[config.mk]
export PLATFORM = sky130hd
export DESIGN_NAME = result_serializer
export DESIGN_NICKNAME = d
export VERILOG_FILES = /design/src/rtl/result_serializer.sv
export SDC_FILE = /design/constraint.sdc
export NUM_CORES = 1
export LEC_CHECK = 0
export BUFFER_PORTS_ARGS = -buffer_cell sky130_fd_sc_hd__buf_4
export CAP_MARGIN = 20
export CORE_ASPECT_RATIO = 1.5
export CORE_MARGIN = 4
export CORE_UTILIZATION = 54
export CTS_CLUSTER_SIZE = 25
export DETAILED_ROUTE_END_ITERATION = 12
export GPL_ROUTABILITY_DRIVEN = 0
export PLACE_DENSITY = 0.78
export SLEW_MARGIN = 15
export SYNTH_ARGS = -nofsm -noshare
export SYNTH_HDL_FRONTEND = slang
export SYNTH_SLANG_ARGS = --single-unit
[constraint.sdc]
create_clock -name clk -period 1.5 [get_ports clk]
set_clock_uncertainty 0.15 [all_clocks]
set_input_delay 0.3 -clock clk [delete_from_list [all_inputs] [get_ports clk]]
set_output_delay 0.3 -clock clk [all_outputs]
set_load 0.02 [all_outputs]
[src/rtl/result_serializer.sv]
// result_serializer: captures a WIDTH-bit compressor result in one cycle. It then shifts the
// word out one bit per clock on a single serial pin. The pin has a valid qualifier, a stall
// input and a one-cycle end-of-frame pulse (done).
// Optional feature: define RESULT_PARITY_EN to append an even-parity bit after the data bits.
// This makes the frame WIDTH+1 bits long.
module result_serializer #(
    parameter int unsigned WIDTH     = 18,
    parameter bit          LSB_FIRST = 1'b1
) (
    input  logic             clk,
    input  logic             rst_n,
    input  logic [WIDTH-1:0] src,
    input  logic             load,
    input  logic             stall,
    output logic             dst_,
    output logic             dst_valid,
    output logic             busy,
    output logic             done
);

`ifdef RESULT_PARITY_EN
    localparam int unsigned FRAME = WIDTH + 1;
`else
    localparam int unsigned FRAME = WIDTH;
`endif
    localparam int unsigned   CW   = $clog2(WIDTH + 1);
    localparam logic [CW-1:0] LAST = CW'(FRAME - 1);

    typedef enum logic {StIdle, StShift} state_t;

    state_t           state;
    logic [WIDTH-1:0] sreg;
    logic [CW-1:0]    cnt;
    // Set on the edge that emits the last frame bit, so done lands one cycle later.
    logic             done_pend;
    logic             next_bit;
    logic [WIDTH-1:0] sreg_shifted;
`ifdef RESULT_PARITY_EN
    logic             par;
`endif

    // Select the bit to emit and the shifted register contents (zero fill).
    always_comb begin
        sreg_shifted = LSB_FIRST ? (sreg >> 1) : (sreg << 1);
        next_bit     = LSB_FIRST ? sreg[0] : sreg[WIDTH-1];
`ifdef RESULT_PARITY_EN
        // After all data bits have gone out, the trailing frame bit is the parity.
        if (cnt == CW'(WIDTH)) begin
            next_bit = par;
        end
`endif
    end

    // Control FSM with registered serial outputs.
    always_ff @(posedge clk) begin
        if (!rst_n) begin
            state     <= StIdle;
            sreg      <= '0;
            cnt       <= '0;
            done_pend <= 1'b0;
            dst_      <= 1'b0;
            dst_valid <= 1'b0;
            busy      <= 1'b0;
            done      <= 1'b0;
`ifdef RESULT_PARITY_EN
            par       <= 1'b0;
`endif
        end else begin
            done      <= done_pend;
            done_pend <= 1'b0;
            unique case (state)
                StIdle: begin
                    dst_valid <= 1'b0;
                    busy      <= 1'b0;
                    if (load) begin
                        state <= StShift;
                        sreg  <= src;
                        cnt   <= '0;
                        busy  <= 1'b1;
`ifdef RESULT_PARITY_EN
                        par   <= ^src;
`endif
                    end
                end
                StShift: begin
                    if (stall) begin
                        // dst_ keeps its last value; only the qualifier drops.
                        dst_valid <= 1'b0;
                    end else begin
                        dst_      <= next_bit;
                        dst_valid <= 1'b1;
                        sreg      <= sreg_shifted;
                        cnt       <= cnt + CW'(1);
                        if (cnt == LAST) begin
                            state     <= StIdle;
                            busy      <= 1'b0;
                            done_pend <= 1'b1;
                        end
                    end
                end
            endcase
        end
    end

endmodule

After elaboration in Yosys (flattened, before gate mapping)

Cells that the tools add are included.

Output and inout port bits: 4
ROM bits: 0
Memory bits (writable): 0
Register bits after elaboration: 29
Latch bits: 0
Memories kept: 0

Reductions and logical operators: 4
Shift operators: 0
Bitwise operators: 3
Add/sub/neg operators: 1
Magnitude comparators: 0
Equality and inequality tests: 4
Div/mod/pow operators: 0
Mux-type cells: 16
Multipliers: 0

Operators with widths:

| kind                | number |
|---|---|
| $mux 18             | 2 |
| $pmux 18 s2         | 1 |
| $mux 5              | 2 |
| $pmux 5 s2          | 1 |
| $mux 1              | 7 |
| $pmux 1 s2          | 3 |
| $reduce_and 2->1    | 3 |
| $add 5x1->5 const B | 1 |
| $eq 5x5->1 const B  | 1 |
| $ne 2x2->1 const B  | 2 |
| $not 1->1           | 3 |
| $reduce_or 3->1     | 1 |
| $ne 2x1->1 const B  | 1 |

Depth between registers and ports, before layout

Gate-level depths: netlist (run 1).

Depth after elaboration: 4
Mapped depth: 6
Depth with buffers taken out: 4

Least setup slack after synthesis (run 1)

OpenSTA, ideal clock, no wires.

Kind: reg-to-reg
Start point: reg cnt[0]
End point: reg done_pend
Setup time: 0.061 ns
Cell stages (with the launch flop): 4
Clock period less this slack: 1.363 ns
Path slack: 0.137 ns
Arrival: 1.153 ns
Buffers on the path: 0
Cell sequence: dfxtp_1 ha_1 nor4bb_1 and3_1

Longest elaborated chain between the ends: 2

Ends and longest elaborated chain:

| item                   | line | source |
|---|---|---|
| from (decl)            | 33   | `logic [CW-1:0] cnt;` |
| from (signal assigned) | 93   | `cnt <= cnt + CW'(1);` |
| $eq 5x5->1             | 94   | `if (cnt == LAST) begin` |
| $mux 1                 | 94   |  |
| to (signal assigned)   | 60   | `done_pend <= 1'b0;` |
| to (signal assigned)   | 70   | `done_pend <= 1'b0;` |
| to (signal assigned)   | 97   | `done_pend <= 1'b1;` |
| to (decl)              | 35   | `logic done_pend;` |

No other way between the ends.
A chain may end at the register's enable or synchronous reset.

Final worst setup path (run 1)

Start point: reg cnt[1]
End point: reg busy

Longest elaborated chain between the ends: 3

Ends and longest elaborated chain:

| item                              | line | source |
|---|---|---|
| $eq 5x5->1                        | 94   |  |
| $ne 2x1->1 (no source line)       | --   |  |
| $reduce_and 2->1 (no source line) | --   |  |
| to (signal assigned)              | 74   | `busy <= 1'b0;` |
| to (signal assigned)              | 79   | `busy <= 1'b1;` |
| to (signal assigned)              | 96   | `busy <= 1'b0;` |
| to (decl)                         | 17   | `output logic busy,` |

No other way between the ends.

==> results of run 1 <==
[worst max path at each step]
stage                      start        end  cells past startpoint
final                     cnt[1]       busy                      5
after global routing       state   sreg[10]                      3
after CTS                  state    sreg[9]                      3
after detailed placement    load   sreg[11]                      4
after global placement      load   sreg[10]                      4
after floorplan           cnt[0]  done_pend                      3
[area by class of cell]
type	instances	area, um^2
fillers	206	816
multi-input cells	91	727
flip-flops and latches	29	581
repair buffers	34	268
clock buffers	8	48.8
well taps	24	30.0
inverters	2	7.51
[metal layers]
layer	vias to the layer above	GRT usage [%]	part of all wire, %
li1	546	-	-
met1	520	20.9	42
met2	28	30.9	50
met3	7	6.82	5.8
met4	0	7.38	1.9
met5	-	0	0
[metrics by stage]
step	hold WS, ns	power, mW	setup WS [ns]	util (%)
3_3_place_gp	0.273	1.17	0.173	65.1
5_1_grt	0.0714	1.70	0.0571	67.1
6_report	0.0655	1.61	0.159	67.1
4_1_cts	0.0549	1.63	0.153	67.1
3_5_place_dp	0.280	1.19	0.138	65.1
2_1_floorplan	0.262	1.10	0.137	-
[synthesized netlist by cell type, drive strengths merged (2+ instances only)]
master / instances / area [um^2]
a211oi: 18 / 215
a21oi: 6 / 30.0
buf: 11 / 88.8
dfxtp: 29 / 581
ha: 2 / 25.0
inv: 2 / 7.51
mux2i: 19 / 190
nand2: 5 / 26.3
nand2b: 5 / 33.8
nand3: 4 / 20.0
nand4: 2 / 12.5
nor2: 3 / 11.3
nor3: 18 / 90.1
o21ai: 2 / 10.0
[logic make-up (layout without fill, tap and decap cells)]
| kind of cell | Yosys count | count (layout) | share of synthesized area (%) |
|---|---|---|---|
| compound gates | 27 | 27 | 19.3 |
| mux | 19 | 19 | 13.5 |
| fa+ha+maj | 2 | 2 | 1.78 |
| flops | 29 | 29 | 41.4 |
| simple gates | 43 | 43 | 17.2 |
| buf+inv | 13 | 44 | 6.86 |
[state kept, by name, indices dropped and copies added, names as in the netlist]
| name | flops |
|---|---|
| cnt | 5 |
| state | 1 |
| done | 1 |
| dst_valid | 1 |
| done_pend | 1 |
| busy | 1 |
| sreg | 18 |
| dst_ | 1 |
[worst min-delay path, delay by kind of cell]
family          cells  cell delay [ns]
simple gates        1             0.05
buf+inv             1             0.11
compound gates      1             0.05
[where the power goes]
group	leakage (nW)	total (mW)	internal, mW	switching [mW]
Clock	0.0265	0.445	0.186	0.258
Sequential	0.239	0.854	0.824	0.0305
Combinational	0.408	0.314	0.155	0.158
Total	0.673	1.61	1.17	0.447
==> run summary, run 1 <==
In this run the static leakage power is 0.673 nW. The post-route cell area is around 1700 um^2. Clock-pin slew was measured on the worst setup and hold paths at about 0.08 ns. The number of remaining DRC errors is 0. The via count of the first global-routing pass came out at 1125. The effective utilization at floorplan came out at 56.7%. The number of storage elements in the synthesis netlist is 29. The register-to-register setup slack came out at 0.16 ns. The die is between 70 and 80 um tall. The number of nets in the synthesized netlist is 157. The total overflow left after global routing is 0. TritonCTS built the clock tree. The largest buffer count on any clock path is 2.

The share of layout cells above drive strength 1 came out at 36.0%. The sequential cell area fraction in the yosys report is 41.4%. Traced cell by cell, the critical path runs through inv_1, ha_1, nor4bb_1, buf_4, a221oi_2. Buffers added to address setup during post-CTS repair amount to 0.

The count of routing violations after the opening detailed-route iteration came out at 29. Together, buffers and inverters on the worst path number 2. The min-delay analysis places its worst path in the category in2reg. The critical path capture point type is a register. Including well taps, the total number of placed cells is 180. The via count normalized by instance count is 5.86. The largest vdd supply drop came out at about 550 uV. The count of flip-flops with a built-in enable after synthesis came out at 0.

The peak fanout along the critical path came out at 4. The area of placed instances came out at 1610 um^2. For this run, the top clock speed supported by timing is 746 MHz. The count of nets left with antenna violations after detail routing is 0. The distinct cell type count of the synthesized netlist came out at 27. The top flip-flop cell by instance count after synthesis is dfxtp_1. Max-cap violations in this run came to 0.

The area of the mapped netlist came out at 1400 um^2. The pin count of the biggest net entering global routing is 20. Before antenna repair, the detailed router went through 4 iterations. Counting the buffers created by CTS gives 5.

The worst relative slew slack is 80.1%. At the worst endpoint, the required time is 1.60 ns. The sort of element at the start of the critical path is a register.

The number of hold violations in the final report is 0. The overall die area is 3500 um^2. The worst hold endpoint is sreg[17].

The cell depth of the worst min-delay path is 3. The slowest stage of the critical path belongs to the cell dfxtp_1. The count of standard-cell rows came out at 22. The number of buffers added to fix hold violations after cts is 0. The H-tree depth is 2. The cell count after synthesis is 133. The transition time of the tightest slew-check pin is 0.298 ns. The setup total negative slack is 0 ns.

0 antenna diodes ended up in the layout. The area of the core is 2480 um^2. The clock drives 29 sinks. The wire length of the first global-routing pass is around 5000 um. Of the available clock period, the critical path in the final layout requires 89.4%. Wires add up to 2860 um. Dividing the detail-routed wire length by the instance count gives 15.2 um. The worst setup path is of the reg2reg kind. The number of antenna violations at the first check in global routing came out at 0.

Power spread over the standard cell area amounts to just under 1000 nW/um^2. The number of cells on the worst reg-to-reg path is 5. The final-report max-slew violation count is 0. The cell family with the largest share of critical-path delay is flip-flops.

Counting flops with an async set or reset pin after synthesis yields a share of 0%. The overall via count from detail_route is between 1000 and 1500. The flow ran to the end, and the final reports show no timing, DRC or antenna violations. The stage delay of the slowest cell on the critical path came out at approximately 0.38 ns. The total of warnings raised by yosys came out at 0.

The finished layout holds 188 standard cells, fillers aside. In this run the critical register-to-register path is launched from cnt[1]. The worst hold path begins at src[17]. From synthesis to final layout, the design area changed by 18.4%. The overall global routing resource usage is a little under a fifth.

The clock insertion delay at the later pin of the skew report is 0.33 ns. The library cell used most frequently in the layout, excluding fill and tap cells, is buf_4. The number of resized instances in the post-cts repair step came out at 0. After legalization and detailed placement, the total HPWL measured 2070 um. The number of failing setup endpoints in the final timing report came out at 0.

Setup repair after global routing left no endpoint under its margin. Input and output buffers added on the ports amount to 25. The endpoint identified for the worst register-to-register timing path is busy. The post-layout net count is about 190. The CTS root buffer is clkbuf_4. The boundary pin count is 26.

The library cells used most frequently in the layout, excluding fill and tap cells, are buf_4, dfxtp_1, mux2i_1, nor3_1, a211oi_2. The post-synthesis average cell area came out at 10.6 um^2. The endpoint arrival time on the critical path is 1.44 ns. The die is 49.6 um wide. The minimum period implied by the final worst setup slack came out at 1.34 ns.
Note: power is estimated with default switching activity, not from simulation.
==> run 2: changes to the inputs <==
--- a/config.mk
+++ b/config.mk
@@ -13,7 +13,7 @@
 export CTS_CLUSTER_SIZE = 25
 export DETAILED_ROUTE_END_ITERATION = 12
 export GPL_ROUTABILITY_DRIVEN = 0
-export PLACE_DENSITY = 0.78
+export PLACE_DENSITY = 0.81
 export SLEW_MARGIN = 15
 export SYNTH_ARGS = -nofsm -noshare
 export SYNTH_HDL_FRONTEND = slang
==> run 2 against run 1 <==
Utilization is 0.56 points higher. Critical path type unchanged. Via count is 0.18% lower. Count of clock-buffer cells in the layout is 1 lower. Maximum frequency fell by 2.5%. Combinational power about the same. Final area increased by 0.83%. First-iteration DRC count fell by 31%. Total power is 1.9% higher. Global-route usage down 0.33 points.
==> run summary, run 2 (synthesized netlist as in run 1, its figures left out) <==
The final routed wirelength across all metal layers came out at 2910 um (+1.9%). The die width came out at 49.6 um (unchanged). The via count normalized by instance count is 5.85 (-0.18%). The number of search-and-repair iterations in the first detailed-routing pass is 4 (unchanged). The switching portion of total power is 26.9% (-0.82 points). The highest metal layer carrying signal wires in the routed design is met4. The routed wire length per instance came to 15.5 um (+1.9%). The post-route clock period utilization is 91.7% (+2.3 points). The number of hold violations in the final report came out at 0 (unchanged).

The final standard cell utilization of the core is 67.6% (+0.56 points). The via count of the first global-routing pass is 1134 (+0.80%). The endpoint arrival time on the critical path is 1.46 ns (+0.02 ns).

The H-tree depth came to 2 (unchanged). The minimum period implied by the final worst setup slack is 1.38 ns (+0.0347 ns). The vertical die dimension came to 70.4 um (unchanged). The overall die area was 3500 um^2 (unchanged). The peak fanout along the critical path was 16 (+12). The sum of met3 wire segment lengths after detailed routing was 186 um (+11%). The root buffer cell chosen for the clock tree is clkbuf_4. The worst register-to-register path ends at sreg[10]. The register clock-pin slew on the reported worst setup and hold paths is 0.08 ns (about the same). The post-layout net count is 188 (+0.53%). The worst setup path is captured at a register.

The hold path startpoint is src[17]. The overall global routing resource usage is 18.2% (-0.33 points). The number of buffers added for setup after CTS is 0 (unchanged). The worst path required time was 1.59 ns (about the same). The cell-internal power came out at 1.20 mW (+3.0%). The startpoint of the worst register-to-register path is state.

The number of failing setup endpoints in the final timing report came out at 0 (unchanged). The boundary pin count is 26 (unchanged). The setup total negative slack is 0 ns (unchanged). The overall overflow remaining after global route came out at 0 (unchanged). The HPWL after detailed placement is 2160 um (+4.2%). Setup repair after global routing left no endpoint under its margin. The worst relative slew slack came out at 80.5% (+0.37 points).

The transition time of the tightest slew-check pin came out at 0.292 ns (-0.00557 ns). The static leakage is 0.682 nW (+1.4%). The routed length on met1 was 1170 um (-2.3%).

The CTS buffer count came out at 5 (unchanged). The met2 wirelength from detailed routing came out at 1460 um (+1.6%). In the layout the commonest cells are buf_4, dfxtp_1, mux2i_1, nor3_1, a211oi_2. The largest buffer count on any clock path came out at 2 (unchanged).

The share of layout cells above drive strength 1 came out at 37.2% (+1.2 points). The number of antenna violations at the first check in global routing is 0 (unchanged). The power per cell area came out at 980 nW/um^2 (+1.0%).

For hold timing, the worst endpoint is sreg[17]. The count of routing violations after the opening detailed-route iteration came to 20 (-31%). The cell depth of the worst min-delay path came to 3 (unchanged). The area of the core came out at 2480 um^2 (unchanged). The clock sink total is 29 (unchanged). The switching power summed over all nets is 442 uW (-1.2%). The most common cell after layout, fill and taps aside is buf_4. In the final layout, the registers with the most flip-flops are sreg (18), cnt (5). The clock insertion delay at the later pin of the skew report is 0.32 ns (about the same). The effective utilization at floorplan came out at 56.7% (unchanged). The register share of total power came to 52.0% (-1.0 points). The number of instances in the placed design came out at 181 (+0.56%). The count of nets left with antenna violations after detail routing is 0 (unchanged). The number of cells on the worst reg-to-reg path came out at 4 (-1). The number of buffers added to fix hold violations after cts is 0 (unchanged). The wire length of the first global-routing pass is 4820 um (-3.3%). The run finished with clean final reports. The register-to-register setup slack was 0.12 ns (-0.03 ns).

The fraction of power consumed by combinational cells came out at 19.3% (about the same). The antenna diode count came to 0 (unchanged). The largest vdd supply drop came out at 831 uV (+50%). The area growth from synthesis to layout is 19.3%. The fmax was 727 MHz (-2.5%). The count of placed standard cells in the final layout, fillers left out is 188 (unchanged). The number of resized instances in the post-cts repair step came to 0 (unchanged). Counting flops per register, the top entry is sreg. The number of flip-flops in the largest register came out at 18 (unchanged).

The overall via count from detail_route is 1099 (-0.18%). The final-report max-slew violation count is 0 (unchanged). The path class of the lowest-slack min-delay path is in2reg. The TritonCTS clock tree is built.

The fill cell instance count of the final layout came out at 202 (-1.9%). The sort of element at the start of the critical path is a register. The max capacitance violation total came out at 0 (unchanged). The count of standard-cell rows came out at 22 (unchanged).

The count of input and output buffers was 25 (unchanged). The worst setup path is of the reg2reg kind. The share of total power in the clock network is 28.7% (+1.1 points). The pin count of the biggest net entering global routing came to 19 (-5.0%).

The number of remaining DRC errors is 0 (unchanged).
==> run 2: cell count changes in the layout (fill, tap and decap cells not counted) <==
cell / before / now
buf_4: 33 / 34
clkbuf_8: 0 / 1
clkbuf_1: 3 / 1
==> run 2: area by class of cell <==
cell class                      instances  area (um^2)  share of cell area [%]
Multi-Input combinational cell         91          727                    43.4
Timing Repair Buffer                   35          275                    16.4
Inverter                                2         7.51                   0.448
Clock buffer                            7         55.1                    3.29
Tap cell                               24         30.0                    1.79
Sequential cell                        29          581                    34.7
==> run 2: routing by layer <==
layer / vias up / GRT usage (%)
met2: 37 / 30.5
li1: 547 / -
met1: 507 / 19.4
met3: 8 / 4.48
met5: - / 0
met4: 0 / 12.9
==> run 2: power groups by stage <==
stage | registers, mW | clock network [mW] | logic (mW)
2_1_floorplan | 0.867 | 0 | 0.230
3_5_place_dp | 0.872 | 0 | 0.320
5_1_grt | 0.862 | 0.515 | 0.344
3_3_place_gp | 0.869 | 0 | 0.307
6_report | 0.854 | 0.471 | 0.317
4_1_cts | 0.854 | 0.489 | 0.321
==> run 2: worst max path at each step <==
stage	startpoint	to	slack (ns)
final	state	sreg[10]	0.12
after CTS	state	sreg[10]	0.12
after global routing	state	sreg[7]	0.04
after detailed placement	load	sreg[10]	0.09
after global placement	stall	sreg[7]	0.16
after floorplan	cnt[0]	done_pend	0.14
==> run 2: worst max-delay path, cell delays in order (launching register included) <==
cell and delay (ns):
dfxtp_1 0.37, nor2b_1 0.20, buf_4 0.25, nor3_1 0.09, a211oi_1 0.23
==> run 2: stage by stage <==
stage          hold WS [ns]  power, mW  cell area, um^2  worst slack [ns]
6_report             0.0664       1.64             1680             0.124
5_1_grt              0.0570       1.72             1680            0.0376
4_1_cts              0.0477       1.66             1680             0.122
3_5_place_dp          0.282       1.19             1620            0.0911
3_3_place_gp          0.274       1.18             1620             0.160
2_1_floorplan         0.262       1.10             1400             0.137
==> run 3: changes to the inputs <==
--- a/config.mk
+++ b/config.mk
@@ -7,13 +7,16 @@
 export LEC_CHECK = 0
 export BUFFER_PORTS_ARGS = -buffer_cell sky130_fd_sc_hd__buf_4
 export CAP_MARGIN = 20
+export CELL_PAD_IN_SITES_DETAIL_PLACEMENT = 2
+export CELL_PAD_IN_SITES_GLOBAL_PLACEMENT = 2
 export CORE_ASPECT_RATIO = 1.5
 export CORE_MARGIN = 4
-export CORE_UTILIZATION = 54
+export CORE_UTILIZATION = 34
 export CTS_CLUSTER_SIZE = 25
 export DETAILED_ROUTE_END_ITERATION = 12
 export GPL_ROUTABILITY_DRIVEN = 0
-export PLACE_DENSITY = 0.81
+export PLACE_DENSITY = 0.8
+export SKIP_CTS_REPAIR_TIMING = 1
 export SLEW_MARGIN = 15
 export SYNTH_ARGS = -nofsm -noshare
 export SYNTH_HDL_FRONTEND = slang
==> run 3 against run 2 <==
Combinational power grew 1%. Highest routed layer unchanged. Register-to-register slack lost 0.02 ns. Largest power group unchanged. Clock power grew 45%.
==> run summary, run 3 (synthesized netlist as in run 1, its figures left out) <==
The number of search-and-repair iterations in the first detailed-routing pass came out at 3 (-1). In this run the worst setup path begins at state. The CTS buffer count is 5 (unchanged). The via count of the first global-routing pass came to 1249 (+10%). The worst hold path begins at src[17].

The area of the core is 3960 um^2 (+60%). The static leakage was 0.699 nW (+2.6%). The number of cells on the worst reg-to-reg path came out at 4 (unchanged). The overall die area came to 5240 um^2 (+50%). The worst relative slew slack was 78.6% (-1.9 points). The vertical die dimension is 86.7 um (+23%). The antenna diode count came out at 0 (unchanged). The register-to-register setup slack came to 0.11 ns (-0.02 ns). The fmax came to 719 MHz (-1.1%). The boundary pin count came to 26 (unchanged). The share of total power in the clock network came to 36.6% (+7.9 points). The top cell types in the final layout, fill and taps aside, are buf_4, dfxtp_1, mux2i_1, nor3_1, a211oi_2. The peak fanout along the critical path came out at 18 (+2). The share of layout cells above drive strength 1 is 39.6% (+2.4 points).

The pin count of the biggest net entering global routing was 25 (+6). Following the worst setup path forward leads to its endpoint at sreg[8]. The count of input and output buffers is 25 (unchanged). The tree is rooted in a clkbuf_8. The overall global routing resource usage is 15.9% (-2.3 points). The post-route clock period utilization came out at 92.7% (+1.0 points). Leaving out fill and tap cells, the most frequent cell in the layout is buf_4.

The switching portion of total power is 27.3% (+0.44 points). The largest vdd supply drop is 716 uV (-14%). The count of standard-cell rows was 28 (+27%).

The fraction of power consumed by combinational cells came to 17.3% (-2.0 points). The critical path is of the reg2reg type. The count of nets left with antenna violations after detail routing came out at 0 (unchanged). In this run the worst hold path is classified as in2reg. The H-tree depth is 2 (unchanged).

The clock insertion delay at the later pin of the skew report is 0.28 ns (-0.04 ns). The cell-internal power came out at 1.35 mW (+13%). The final standard cell utilization of the core came out at 44.3% (-23 points). The register clock-pin slew on the reported worst setup and hold paths was 0.07 ns (about the same). The area of placed instances came out at 1640 um^2 (+1.2%).

The number of remaining DRC errors came out at 0 (unchanged). Setup repair after global routing left no endpoint under its margin. The routed wire length per instance came to 17.2 um (+11%). The die width came out at 60.5 um (+22%). The worst setup path is launched from a register. The worst-case hold slack is 0.140 ns (+0.0738 ns). The largest registers in the layout are sreg (18), cnt (5). The minimum period implied by the final worst setup slack came out at 1.39 ns (+0.0151 ns). The power per cell area came out at 1060 nW/um^2 (+8.3%). The effective utilization at floorplan came out at 35.5% (-21 points). The largest buffer count on any clock path came out at 2 (unchanged).

The post-layout net count came out at 187 (-0.53%). The register share of total power is 46.1% (-5.9 points). The max capacitance violation total is 0 (unchanged). The most flop-heavy register is sreg. The clock sink total came to 29 (unchanged). The overall via count from detail_route came to 1116 (+1.5%). The count of placed standard cells in the final layout, fillers left out was 209 (+11%). The setup total negative slack is 0 ns (unchanged).

The switching power summed over all nets is 509 uW (+15%). TritonCTS built the clock tree. The fill cell instance count of the final layout was 437 (+120%). The via count normalized by instance count is 5.34 (-8.7%). The endpoint arrival time on the critical path is 1.40 ns (-0.06 ns). The number of hold violations in the final report came out at 0 (unchanged). The worst setup path is captured at a register. The endpoint identified for the worst register-to-register timing path is sreg[8]. The HPWL after detailed placement is 2510 um (+16%). The area growth from synthesis to layout is 24.9%. The post-route cell area came out at 1750 um^2 (+4.6%). The final routed wirelength across all metal layers is 3590 um (+23%). The overall overflow remaining after global route is 0 (unchanged).

The transition time of the tightest slew-check pin came to 0.318 ns (+0.0265 ns). The number of antenna violations at the first check in global routing came out at 0 (unchanged). The count of routing violations after the opening detailed-route iteration came to 26 (+30%). In this run the critical register-to-register path is launched from state. The number of flip-flops in the largest register came out at 18 (unchanged). The number of failing setup endpoints in the final timing report is 0 (unchanged). The wire length of the first global-routing pass is 6090 um (+26%). The final-report max-slew violation count came out at 0 (unchanged). The worst path required time came out at 1.51 ns (-0.08 ns). The flow ran to the end, and the final reports show no timing, DRC or antenna violations. The number of instances in the placed design is 201 (+11%).
## run 3: cell types whose count changed in the layout (fill, tap and decap cells not counted)
cell / before / now
dfxtp_2: 0 / 2
clkinv_2: 0 / 1
clkbuf_1: 1 / 0
clkinv_4: 0 / 1
nor4bb_1: 1 / 0
nor4bb_4: 0 / 1
clkbuf_4: 5 / 0
buf_4: 34 / 33
dfxtp_1: 29 / 27
clkbuf_8: 1 / 6
## run 3: area by class of cell
type                            count  area [um^2]  area share [%]
Multi-Input combinational cell     91          742            42.3
Sequential cell                    29          583            33.3
Timing Repair Buffer               34          268            15.3
Clock buffer                        6         82.6            4.71
Tap cell                           45         56.3            3.21
Clock inverter                      2         13.8           0.785
Inverter                            2         7.51           0.428
## run 3: routing by layer
| layer | vias to the layer above | GRT usage (%) | routed length (um) |
|---|---|---|---|
| met5 | - | 0 | 0 |
| met4 | 0 | 6.51 | 68 |
| met3 | 7 | 5.22 | 177 |
| met2 | 24 | 26.8 | 1860 |
| met1 | 544 | 18.0 | 1480 |
| li1 | 541 | - | - |
## run 3: critical path, stage by stage (launching register included)
cell and delay [ns]:
dfxtp_2 0.37, and2b_1 0.18, buf_4 0.20, nor3_1 0.27, a211oi_2 0.09
## run 3: stage by stage
stage / setup WS, ns / total power [mW]
after detailed placement: 0.0608 / 1.20
after floorplan: 0.137 / 1.10
after CTS: 0.00432 / 1.89
after global routing: 0.0203 / 1.98
after global placement: 0.128 / 1.18
final: 0.109 / 1.86
## run 3: power groups by stage
stage | sequential, mW | clock, mW | combinational, mW
floorplan | 0.867 | 0 | 0.230
global placement | 0.871 | 0 | 0.309
detailed placement | 0.875 | 0 | 0.324
CTS | 0.859 | 0.705 | 0.327
global route | 0.866 | 0.756 | 0.354
finish | 0.858 | 0.682 | 0.321
## run 3: worst min-delay path by stage
stage / cells after the start / slack [ns] / endpoint
floorplan: 1 / 0.26 / done
global placement: 1 / 0.27 / done
detailed placement: 1 / 0.28 / done
CTS: 3 / 0.13 / sreg[17]
global route: 3 / 0.12 / sreg[17]
finish: 3 / 0.14 / sreg[17]
